===== config.mk =====
export PLATFORM = sky130hd
export DESIGN_NAME = branch_ctrl
export DESIGN_NICKNAME = d
export VERILOG_FILES = /design/src/rtl/branch_ctrl.sv
export SDC_FILE = /design/constraint.sdc
export NUM_CORES = 1
export LEC_CHECK = 0
export ABC_CLOCK_PERIOD_IN_PS = 4900
export BUFFER_PORTS_ARGS = -buffer_cell sky130_fd_sc_hd__buf_4
export CORE_ASPECT_RATIO = 1.2
export CORE_MARGIN = 1
export CORE_UTILIZATION = 55
export CTS_CLUSTER_DIAMETER = 30
export DETAILED_ROUTE_END_ITERATION = 8
export GPL_TIMING_DRIVEN = 0
export PLACE_DENSITY = 0.87
export SLEW_MARGIN = 25
export SYNTH_ARGS = -nofsm -noshare
export SYNTH_HDL_FRONTEND = slang
export SYNTH_SLANG_ARGS = --single-unit

===== constraint.sdc =====
create_clock -name clock -period 4.9 [get_ports clock]
set_clock_uncertainty 0.05 [all_clocks]
set_input_delay 0.98 -clock clock [delete_from_list [all_inputs] [get_ports clock]]
set_output_delay 0.98 -clock clock [all_outputs]
set_load 0.01 [all_outputs]

===== src/rtl/branch_ctrl.sv =====
// Branch resolution controller: stalls for operands, resolves, redirects fetch, counts branches.
// Latency: resolve in the cycle operands are ready; redirect_valid/flush exactly one cycle later.
// Backpressure: stall holds PC, IF/ID and ID/EX while a branch in EX waits for forwarded operands.
module branch_ctrl #(
  parameter int WIDTH = 32,
  parameter int CNT_W = 16
) (
  input  logic             clock,
  input  logic             reset,
  input  logic             br_valid,
  input  logic [2:0]       br_func3,
  input  logic             opnd_ready,
  input  logic [WIDTH-1:0] pc_ex,
  input  logic [WIDTH-1:0] imm_b,
  input  logic             BEQ,
  input  logic             BNE,
  input  logic             BLT,
  input  logic             BGE,
  output logic             BranchEn,
  output logic             stall,
  output logic             flush,
  output logic             redirect_valid,
  output logic [WIDTH-1:0] redirect_pc,
  output logic [CNT_W-1:0] br_count,
  output logic [CNT_W-1:0] taken_count
);

  typedef enum logic [1:0] {
    ST_IDLE     = 2'b00,
    ST_WAIT     = 2'b01,
    ST_REDIRECT = 2'b10
  } state_t;

  localparam logic [CNT_W-1:0] CNT_ONE    = {{(CNT_W-1){1'b0}}, 1'b1};
  localparam logic [CNT_W-1:0] CNT_MAX    = {CNT_W{1'b1}};
  localparam logic [WIDTH-1:0] ALIGN_MASK = {{(WIDTH-1){1'b1}}, 1'b0};

  state_t state;
  state_t state_nxt;
  logic   active;
  logic   in_redirect;
  logic   func_ok;
  logic   resolve;
  logic   taken;

  // Output decode from the registered state; reset and illegal encodings force everything low
  always_comb begin
    active      = !reset && ((state == ST_IDLE) || (state == ST_WAIT));
    in_redirect = !reset && (state == ST_REDIRECT);
    // func3 codes with bit 1 set (010, 011, 110, 111) are not supported branches
    func_ok     = (br_func3[1] == 1'b0);
    resolve     = active && br_valid && opnd_ready;
    taken       = resolve && func_ok && (BEQ || BNE || BLT || BGE);
    BranchEn       = resolve;
    stall          = active && br_valid && !opnd_ready;
    flush          = in_redirect;
    redirect_valid = in_redirect;
  end

  // Next-state selection; a wrong-path br_valid in REDIRECT is ignored, unknown states fall to IDLE
  always_comb begin
    state_nxt = ST_IDLE;
    case (state)
      ST_IDLE, ST_WAIT: begin
        if (taken)
          state_nxt = ST_REDIRECT;
        else if (br_valid && !opnd_ready)
          state_nxt = ST_WAIT;
        else
          state_nxt = ST_IDLE;
      end
      ST_REDIRECT: state_nxt = ST_IDLE;
      default:     state_nxt = ST_IDLE;
    endcase
  end

  // State, branch target register and saturating statistics counters
  always_ff @(posedge clock or posedge reset) begin
    if (reset) begin
      state       <= ST_IDLE;
      redirect_pc <= '0;
      br_count    <= '0;
      taken_count <= '0;
    end else begin
      state <= state_nxt;
      if (taken)
        redirect_pc <= (pc_ex + imm_b) & ALIGN_MASK;
      if (resolve && (br_count != CNT_MAX))
        br_count <= br_count + CNT_ONE;
      if (taken && (taken_count != CNT_MAX))
        taken_count <= taken_count + CNT_ONE;
    end
  end

endmodule


==> results of run 1 <==
[placed cells by master, fill, tap and decap left out, drive strengths merged, types with 5 or more instances in the layout]
| master | synthesis | final |
|---|---|---|
| buf | 6 | 145 |
| nand2 | 71 | 71 |
| dfrtp | 65 | 65 |
| o21ai | 40 | 40 |
| xnor2 | 33 | 33 |
| ha | 32 | 32 |
| a21oi | 31 | 31 |
| xor2 | 24 | 24 |
| clkbuf | 10 | 19 |
| nor2 | 18 | 18 |
| nand3 | 17 | 17 |
| nand4 | 16 | 16 |
| inv | 14 | 16 |
| a21o | 9 | 9 |
| and3 | 7 | 7 |
| nor3 | 7 | 7 |
| o21bai | 5 | 5 |
| and2 | 5 | 5 |
[per-stage QoR]
| stage | instances | power, mW | hold WS [ns] | instance area, um^2 | setup slack [ns] |
|---|---|---|---|---|---|
| after floorplan | 456 | 1.05 | 0.364 | 4160 | 1.24 |
| after global placement | 685 | 1.33 | 0.389 | 5320 | 0.340 |
| after detailed placement | 685 | 1.35 | 0.412 | 5320 | 0.774 |
| after CTS | 701 | 1.86 | 0.425 | 5540 | 1.13 |
| after global routing | 701 | 1.96 | 0.448 | 5540 | 0.914 |
| final | 701 | 1.85 | 0.418 | 5540 | 1.21 |
[metal layers]
metal | vias to the layer above | GRT usage | share of wire
met1 | 1864 | 0.331 | 0.39
met5 | - | 0 | 0
met2 | 152 | 0.477 | 0.51
li1 | 1916 | - | -
met3 | 26 | 0.0535 | 0.064
met4 | 0 | 0.126 | 0.034
[area by class of cell]
type | count | area (um^2) | share of cell area
Clock inverter | 7 | 100 | 0.0181
Tap cell | 90 | 113 | 0.0203
Multi-Input combinational cell | 361 | 2410 | 0.434
Inverter | 14 | 55.1 | 0.00993
Clock buffer | 9 | 124 | 0.0223
Sequential cell | 65 | 1630 | 0.293
Buffer | 16 | 73.8 | 0.0133
Timing Repair Buffer | 139 | 1040 | 0.188
[cell usage after synthesis (all sizes together), types with 2 or more instances]
| cell type | count |
|---|---|
| or3 | 4 |
| a21o | 9 |
| nor3 | 7 |
| nand3 | 17 |
| mux2 | 4 |
| nand2b | 2 |
| a221oi | 2 |
| o211ai | 3 |
| clkbuf | 10 |
| a211oi | 2 |
| and2 | 5 |
| inv | 14 |
| a21oi | 31 |
| xnor2 | 33 |
| nand2 | 71 |
| o21ai | 40 |
| nor4 | 2 |
| nand4 | 16 |
| xor2 | 24 |
| and3 | 7 |
| o31ai | 4 |
| nor2b | 3 |
| dfrtp | 65 |
| o21bai | 5 |
| a41oi | 2 |
| ha | 32 |
| o21a | 3 |
| buf | 6 |
| nor2 | 18 |
[cells by family after synthesis]
family          synth area share
flops                      0.391
xor+xnor                   0.120
buf+inv                   0.0304
mux                       0.0108
fa+ha+maj                  0.101
simple gates               0.177
compound gates             0.169
other cells             0.000901
[registers in the layout, summed over array words and instances, names as in the netlist]
signal	flops
redirect_pc	31
br_count	16
taken_count	16
state	2
[report_power, final]
part	total [mW]	switching (mW)	internal [mW]
combinational	0.615	0.304	0.311
clock	0.505	0.215	0.291
sequential	0.730	0.0897	0.641
total	1.85	0.608	1.24
[worst paths after layout]
kind,endpoint,slack (ns)
min in group asynchronous,br_count[11],0.74
max in group asynchronous,redirect_pc[28],3.53
max reg2reg,taken_count[15],2.16
min reg2reg,state[0],0.42
min,state[0],0.42
max,taken_count[15],1.21
==> impl_results.md, run 1 <==
- First-pass GRT wire length: 17300 um
- Setup crit start: reset
- Root Driver: clkbuf_8
- GRT Total Usage: 0.280
- Average size of a mapped cell: between 9 and 10 um^2
- Status: finished, final reports clean
- Wirelength, routed: approximately 11000 um
- # port buffers: 139
- Row cnt: 34
- HPWL after DPL: around 8300 um
- Predominant post-synthesis flop cell: dfrtp_1
- Pin count of the biggest net entering global routing: around 70
- Congestion Overflow GR: 0
- Cell taking the most area after synthesis: dfrtp_1
- Top delay family on crit path: simple AND/OR/NAND/NOR gates
- Req. time, crit path: between 5 and 6 ns
- I/O pin count: 143
- Setup TNS: 0 ns
- RSZ-0062 raised after global routing: false
- Cts repair resizes: 0
- Drt initial violations: approximately 240
- Cells after Synth: around 460
- Final worst path period share: 0.752
- Worst-Margin Slew: 0.784 ns
- DR vias/cell: 5.65
- Htree depth: 3
- Synth warn: 0
- Mapped Area: 4160 um^2
- Die W: a little over 80 um
- Maximum VDD drop: approximately 0.26 mV
- Full die area: between 7000 and 8000 um^2
- CP dominant cell by count: nand4_1
- Yosys cell types: 53
- Initial antenna violation count: 0
- Vias: roughly 4000
- CP Class: input port to register
- Hold depth: 1
- Core area: about 7300 um^2
- Routability cong.: about 1.1
- Pwr Density: 334 nW/um^2
- Fin. max-slew vios: 0
- Detail Route Antenna Nets: 0
- R2r worst-path depth: 10
- EDFF count, synth: 0
- DR DRC count: 0
- DR WL/cell: about 15 um
- Clock Path Buffers: 2
- Cts bufs inserted: 9
- CTS tree: built
- # hold bufs at CTS: 0
- Setup violators final: 0
- Starting density of the core: 0.572
- Share of cells above drive strength 1: 0.286
- Worst min path class: register to register
- Max-cap viol count: 0
- Max-slew headroom: 0.477
- Worst R2R Start: state[1]
- Setup repair bufs after CTS: 0
- Leakage power: roughly 2.8 nW
- Critical Path Max Stage Delay: ~0.55 ns
- Die Y-Extent: around 97 um
- Top cell type's share of synthesized area: 0.391
- Crit-path slowest cell: inv_4
- DR pass1 iterations: 4
- Crit-path max FO: 67
- Critical path buffers and inverters: 4
- Syn nets: 564
- CP Data Arrival Time: slightly below 4 ns
- FFs w/ async S/R, synth: 1.00
- Worst setup SP type: input port
- Seq cells post-synth: 65
- Worst setup EP type: register
- Fin crit period: 3.69 ns
- Sequential fraction of the synthesis area: 0.391
- Area Growth Syn to Fin: 33.2%
- Final net count: roughly 710
- Clk pin slew, worst setup/hold paths: around 0.080 ns
- Ranking of synthesized cells by area: dfrtp_1 (39%), ha_1 (9.6%), xnor2_1 (6.9%)
- Diode count: 0
- F_max: 271 MHz
- Fill count: 523
- Final hold violation count: 0
- Post-Route Utilization: 0.762
- Hold_sp: state[1]
- Clock latency at the later pin of the worst-skew pair: around 0.34 ns
- Clock Sinks: 65
- Vias in the first global route: 3905
- Critical path cell sequence: buf_4 -> inv_4 -> nand4_1 -> or3_1 -> clkbuf_1 -> inv_2 -> o31a_1 -> nand4_1 -> nor2_1 -> nand3_1 -> xnor2_1
- Critical path depth in cells: 11
Power figures use the tool's default switching activity.
==> inputs of run 2 (changes only) <==
- ABC_CLOCK_PERIOD_IN_PS: 4900 -> 3300
- CORE_UTILIZATION: 55 -> 46
- PLACE_DENSITY: 0.87 -> 0.77
- clock period: 4.9 -> 3.3 ns (I/O delays scaled with it)
==> run 2 against run 1 <==
Compared with the run above: register-to-register slack worse by 1.5 ns; combinational power up 47%; hold slack worse by 0.16 ns; non-clock buffer count up 2; critical path depth unchanged; sequential power up 48%; via count down 2.4%; highest routed layer unchanged; utilization down 12 points; total power up 42%; die area up 19%; first-iteration DRC count down 59%; count of clock-buffer cells in the layout unchanged.
==> impl_results.md, run 2 (synthesized netlist as in run 1, its figures left out) <==
- Full die area: 9430 um^2 (was 7920 um^2)
- Most frequent cells in the layout: buf_4 (144), nand2_1 (71), dfrtp_1 (65) (was buf_4 (142), nand2_1 (71), dfrtp_1 (65))
- Htree depth: 3 (unchanged)
- Final worst path period share: 0.915
- Fin crit period: roughly 3.0 ns
- Root Driver: clkbuf_8 (unchanged)
- Maximum VDD drop: 0.258 mV (was 0.263 mV)
- Max-cap viol count: 0 (unchanged)
- Diode count: 0 (unchanged)
- Die W: 88.8 um (was 81.4 um)
- Post-placement setup slack: -0.574 ns (was 0.774 ns)
- Routability cong.: 0.994 (was 1.08)
- Fin cells: 729 (was 701)
- Crit-path max FO: 3 (was 67)
- CP Class: input port to register (unchanged)
- Initial antenna violation count: 0 (unchanged)
- Pin count of the biggest net entering global routing: 68 (unchanged)
- Row cnt: 37 (was 34)
- WHS: 0.260 ns (was 0.418 ns)
- Congestion Overflow GR: 0 (unchanged)
- Setup violators final: 0 (unchanged)
- Share of cells above drive strength 1: 0.288 (was 0.286)
- GRT Total Usage: 0.226 (was 0.280)
- Final non-filler cell area: 5560 um^2 (was 5540 um^2)
- Fin. max-slew vios: 0 (unchanged)
- Clk pin slew, worst setup/hold paths: 0.07 ns (was 0.08 ns)
- Clock Path Buffers: 2 (unchanged)
- Clock Sinks: 65 (unchanged)
- CP Data Arrival Time: 3.20 ns (was 3.87 ns)
- Max-slew headroom: 0.561 (was 0.477)
- Cts bufs inserted: 9 (unchanged)
- Top flop regs: redirect_pc: 31 flops, br_count: 16 flops, taken_count: 16 flops (unchanged)
- Wirelength, routed: 10300 um (was 10500 um)
- Status: finished, final reports clean (unchanged)
- CTS tree: built (unchanged)
- Starting density of the core: 0.481 (was 0.572)
- Drt initial violations: 97 (was 238)
- Core area: 8660 um^2 (was 7270 um^2)
- Worst setup SP type: input port (unchanged)
- DR WL/cell: 14.1 um (was 15.0 um)
- Die Y-Extent: 106 um (was 97.3 um)
- F_max: 331 MHz
- Worst setup EP type: register (unchanged)
- I/O pin count: 143 (unchanged)
- HPWL after DPL: 8210 um (was 8330 um)
- Overall Power: 2.62 mW (was 1.85 mW)
- Final WS setup: 0.282 ns (was 1.21 ns)
- DR vias/cell: 5.30 (was 5.65)
- DR pass1 iterations: 4 (unchanged)
- # port buffers: 139 (unchanged)
- Largest register FFs: 31 (unchanged)
- Leakage power: 2.75 nW (was 2.76 nW)
- # hold bufs at CTS: 0 (unchanged)
- RSZ-0062 raised after global routing: false (unchanged)
- Largest Register: redirect_pc (unchanged)
- First-pass GRT wire length: 16600 um (was 17300 um)
- Vias: 3862 (was 3958)
- Placed Cells: 712 (was 685)
- Worst-Margin Slew: 0.653 ns (was 0.784 ns)
- Area Growth Syn to Fin: 33.7% (was 33.2%)
- Final hold violation count: 0 (unchanged)
- Post-Place Cell Area: 5350 um^2 (was 5320 um^2)
- Clock latency at the later pin of the worst-skew pair: 0.34 ns (about the same)
- Fill count: 739 (was 523)
- Detail Route Antenna Nets: 0 (unchanged)
- Commonest non-fill, non-tap cell in the layout: buf_4 (unchanged)
- DR DRC count: 0 (unchanged)
- Req. time, crit path: 3.48 ns (was 5.08 ns)
- R2r worst-path depth: 10 (unchanged)
- Vias in the first global route: 3690 (was 3905)
- Final net count: 716 (was 714)
- Pwr Density: 472 nW/um^2 (was 334 nW/um^2)
- Worst min path class: input port to async pin (was register to register)
[run 2: cell types whose count changed in the layout (fill, tap and decap cells not counted), sizes merged]
cell	change
buf	+2
bufinv	-1
clkinv	+1
clkinvlp	+2
inv	-3
[run 2: through the flow]
stage / setup TNS [ns] / utilization
after global placement: -3.39 / 0.618
after CTS: 0 / 0.640
after global routing: 0 / 0.643
after detailed placement: -4.27 / 0.618
final: 0 / 0.643
after floorplan: 0 / -
[run 2: path summary, 6_finish.rpt]
path | start | to | slack, ns
min in group clock | state[1] | state[0] | 0.41
max in group asynchronous | reset | redirect_pc[28] | 2.67
setup / recovery | pc_ex[0] | redirect_pc[28] | 0.28
setup reg to reg | state[1] | taken_count[15] | 0.71
hold / removal | reset | redirect_pc[30] | 0.26
hold reg to reg | state[1] | state[0] | 0.41
[run 2: where the power goes]
group	switching [mW]	internal, mW
clock	0.295	0.340
combinational	0.443	0.462
sequential	0.133	0.952
total	0.871	1.75
[run 2: worst max-delay path, cell delays in order]
cell	delay [ns]
buf_4	0.11
and2_1	0.15
fa_1	0.40
a21o_1	0.21
a221oi_1	0.48
o21ba_2	0.28
nor3_2	0.08
o21ai_0	0.27
a21oi_1	0.16
o21a_1	0.21
o31ai_1	0.19
[run 2: cell type report]
type                       count  area, um^2  share of cell area
tap                          117         146              0.0263
multi-input combinational    361        2410               0.433
buffer                        16        73.8              0.0133
timing repair buffer         141        1060               0.190
clock buffer                   9         124              0.0223
clock inverter                 6        60.1              0.0108
sequential                    65        1630               0.292
inverter                      14        65.1              0.0117
[run 2: metal layers]
layer / up-vias / wire length, um / global-route usage
li1: 1906 / - / -
met1: 1801 / 4240 / 0.272
met2: 137 / 5180 / 0.391
met3: 18 / 660 / 0.0396
met4: 0 / 206 / 0.0945
met5: - / 0 / 0
[run 2: timing repair]
item,4_1_cts,5_1_grt
hold endpoints to repair,0,0
buffers inserted,0,2
resized for setup,2,1
endpoints found under the setup margin,6,2
pin swaps,0,1
==> inputs of run 3 (changes only) <==
- SETUP_SLACK_MARGIN: not set -> 0.3
==> run 3 against run 2 <==
Compared with the run above: combinational power is 1% higher; sequential cell count unchanged; total power increased by 1.5%; critical endpoint is now redirect_pc[18]; highest routed layer unchanged.
==> impl_results.md, run 3 (synthesized netlist as in run 1, its figures left out) <==
- Switching Fraction: 0.331 (was 0.332)
- Final non-filler cell area: 5610 um^2 (was 5560 um^2)
- RSZ-0062 raised after global routing: false (unchanged)
- DR vias/cell: 5.36 (was 5.30)
- Commonest non-fill, non-tap cell in the layout: buf_4 (unchanged)
- Fin crit period: 2.85 ns (was 3.02 ns)
- # hold bufs at CTS: 0 (unchanged)
- Htree depth: 3 (unchanged)
- Clock group share of total power: 0.248 (was 0.242)
- Top flop regs: redirect_pc: 31 flops, br_count: 16 flops, taken_count: 16 flops (unchanged)
- Core area: 8660 um^2 (unchanged)
- Overall Power: 2.67 mW (was 2.62 mW)
- Clock Path Buffers: 2 (unchanged)
- Post-Route Utilization: 0.647 (was 0.643)
- Cts bufs inserted: 9 (unchanged)
- Critical path cell sequence: buf_4 -> and2_1 -> fa_1 -> a21o_1 -> a221oi_2 -> o21ba_2 -> o21ai_1 -> a21boi_0 -> o21ai_1 -> xnor2_1 -> o21ai_1 (was buf_4 -> and2_1 -> fa_1 -> a21o_1 -> a221oi_1 -> o21ba_2 -> nor3_2 -> o21ai_0 -> a21oi_1 -> o21a_1 -> o31ai_1)
- Largest Register: redirect_pc (unchanged)
- Detail Route Antenna Nets: 0 (unchanged)
- Diode count: 0 (unchanged)
- Clk pin slew, worst setup/hold paths: 0.07 ns (about the same)
- I/O pin count: 143 (unchanged)
- Congestion Overflow GR: 0 (unchanged)
- Clock Sinks: 65 (unchanged)
- Sw power: 0.882 mW (was 0.871 mW)
- DR WL/cell: 14.3 um (was 14.1 um)
- Die Y-Extent: 106 um (unchanged)
- Maximum VDD drop: 0.198 mV (was 0.258 mV)
- Placed Cells: 712 (unchanged)
- Post-Place Cell Area: 5360 um^2 (was 5350 um^2)
- Critical path buffers and inverters: 1 (unchanged)
- CP dominant cell by count: o21ai_1
- CP Class: input port to register (unchanged)
- Root Driver: clkbuf_8 (unchanged)
- Row cnt: 37 (unchanged)
- Clock latency at the later pin of the worst-skew pair: 0.33 ns (was 0.34 ns)
- Internal Power: 1.78 mW (was 1.75 mW)
- Req. time, crit path: 3.45 ns (was 3.48 ns)
- # port buffers: 139 (unchanged)
- Final hold violation count: 0 (unchanged)
- Fin. max-slew vios: 0 (unchanged)
- Final worst path period share: 0.864 (was 0.915)
- Starting density of the core: 0.481 (unchanged)
- Largest register FFs: 31 (unchanged)
- Top delay family on crit path: compound AO/OA/AOI/OAI gates (unchanged)
- Final WS setup: 0.448 ns (was 0.282 ns)
- DR DRC count: 0 (unchanged)
- Pwr Density: 475 nW/um^2 (was 472 nW/um^2)
- Worst setup SP type: input port (unchanged)
- WHS: 0.265 ns (was 0.260 ns)
- F_max: 351 MHz (was 331 MHz)
- Critical Path Max Stage Delay: 0.41 ns (was 0.48 ns)
- Area Growth Syn to Fin: 34.7% (was 33.7%)
- HPWL after DPL: 8290 um (was 8210 um)
- Die W: 88.8 um (unchanged)
- Leakage power: 2.77 nW (was 2.75 nW)
- Drt initial violations: 154 (was 97)
- Crit-path slowest cell: fa_1 (was a221oi_1)
- Combinational Power Share: 0.344 (was 0.345)
- Full die area: 9430 um^2 (unchanged)
- Worst setup EP type: register (unchanged)
- Crit-path max FO: 3 (unchanged)
- GRT Total Usage: 0.228 (was 0.226)
- Pin count of the biggest net entering global routing: 68 (unchanged)
- First-pass GRT wire length: 16700 um (was 16600 um)
- CP Data Arrival Time: 3.00 ns (was 3.20 ns)
- Vias: 3912 (was 3862)
- CTS tree: built (unchanged)
- Final net count: 717 (was 716)
- Setup TNS: 0 ns (unchanged)
- Share of cells above drive strength 1: 0.295 (was 0.288)
- Post-placement setup slack: -0.361 ns (was -0.574 ns)
- Most frequent cells in the layout: buf_4 (145), nand2_1 (71), dfrtp_1 (65) (was buf_4 (144), nand2_1 (71), dfrtp_1 (65))
- Max-slew headroom: 0.550 (was 0.561)
- Part of the power in registers: 0.408 (was 0.413)
- Status: finished, final reports clean (unchanged)
- Vias in the first global route: 3689 (was 3690)
- Worst min path class: input port to async pin (unchanged)
- Fill count: 744 (was 739)
- Fin cells: 730 (was 729)
- DR pass1 iterations: 4 (unchanged)
- Setup violators final: 0 (unchanged)
- Routability cong.: 0.996 (was 0.994)
- Worst-Margin Slew: 0.670 ns (was 0.653 ns)
- Wirelength, routed: 10400 um (was 10300 um)
- Initial antenna violation count: 0 (unchanged)
- Max-cap viol count: 0 (unchanged)
[run 3: cell types whose count changed in the layout (fill, tap and decap cells not counted), sizes merged]
cell and delta:
inv +1, clkinv -1, clkinvlp -1, clkbuf +1, buf +1
[run 3: worst register-to-register path, stage by stage, from the launching register on]
cell	delay [ns]
dfrtp_1	0.46
nand4_1	0.20
nor3_1	0.25
and3_1	0.25
nand3_1	0.13
o31ai_2	0.45
or3_1	0.17
buf_2	0.17
nor2_1	0.07
xor2_1	0.15
[run 3: what timing repair did]
| item | in CTS | in global routing |
|---|---|---|
| pin swaps | 0 | 1 |
| gates resized for setup | 3 | 5 |
| endpoints found under the setup margin | 9 | 8 |
| buffers inserted | 2 | 1 |
[run 3: worst paths after layout]
kind	cells after the start	endpoint	start	slack, ns
setup reg to reg	9	br_count[12]	br_count[4]	0.83
max in group asynchronous	2	redirect_pc[16]	reset	2.71
hold / removal	2	br_count[15]	reset	0.27
min in group clock	1	state[0]	state[1]	0.42
hold reg to reg	1	state[0]	state[1]	0.42
setup / recovery	11	redirect_pc[18]	pc_ex[0]	0.45
[run 3: area by class of cell]
class | count | area, um^2 | area share
plain buffers | 16 | 73.8 | 0.0132
flip-flops and latches | 65 | 1630 | 0.290
well taps | 117 | 146 | 0.0261
inverters | 14 | 71.3 | 0.0127
repair buffers | 142 | 1070 | 0.190
clock buffers | 10 | 138 | 0.0246
multi-input cells | 361 | 2430 | 0.433
clock inverters | 5 | 56.3 | 0.0100
[run 3: power by group through the flow]
stage	Clock, mW	Sequential [mW]	Combinational (mW)
after floorplan	0	1.14	0.419
after CTS	0.678	1.09	0.916
after detailed placement	0	1.10	0.913
final	0.660	1.09	0.917
after global placement	0	1.10	0.884
after global routing	0.714	1.11	1.01
[run 3: metal layers]
metal	track usage	vias to the layer above	routed length, um
met5	0	-	0
met1	0.288	1820	4350
met3	0.0303	20	544
met4	0.0899	0	238
li1	-	1920	-
met2	0.390	152	5290
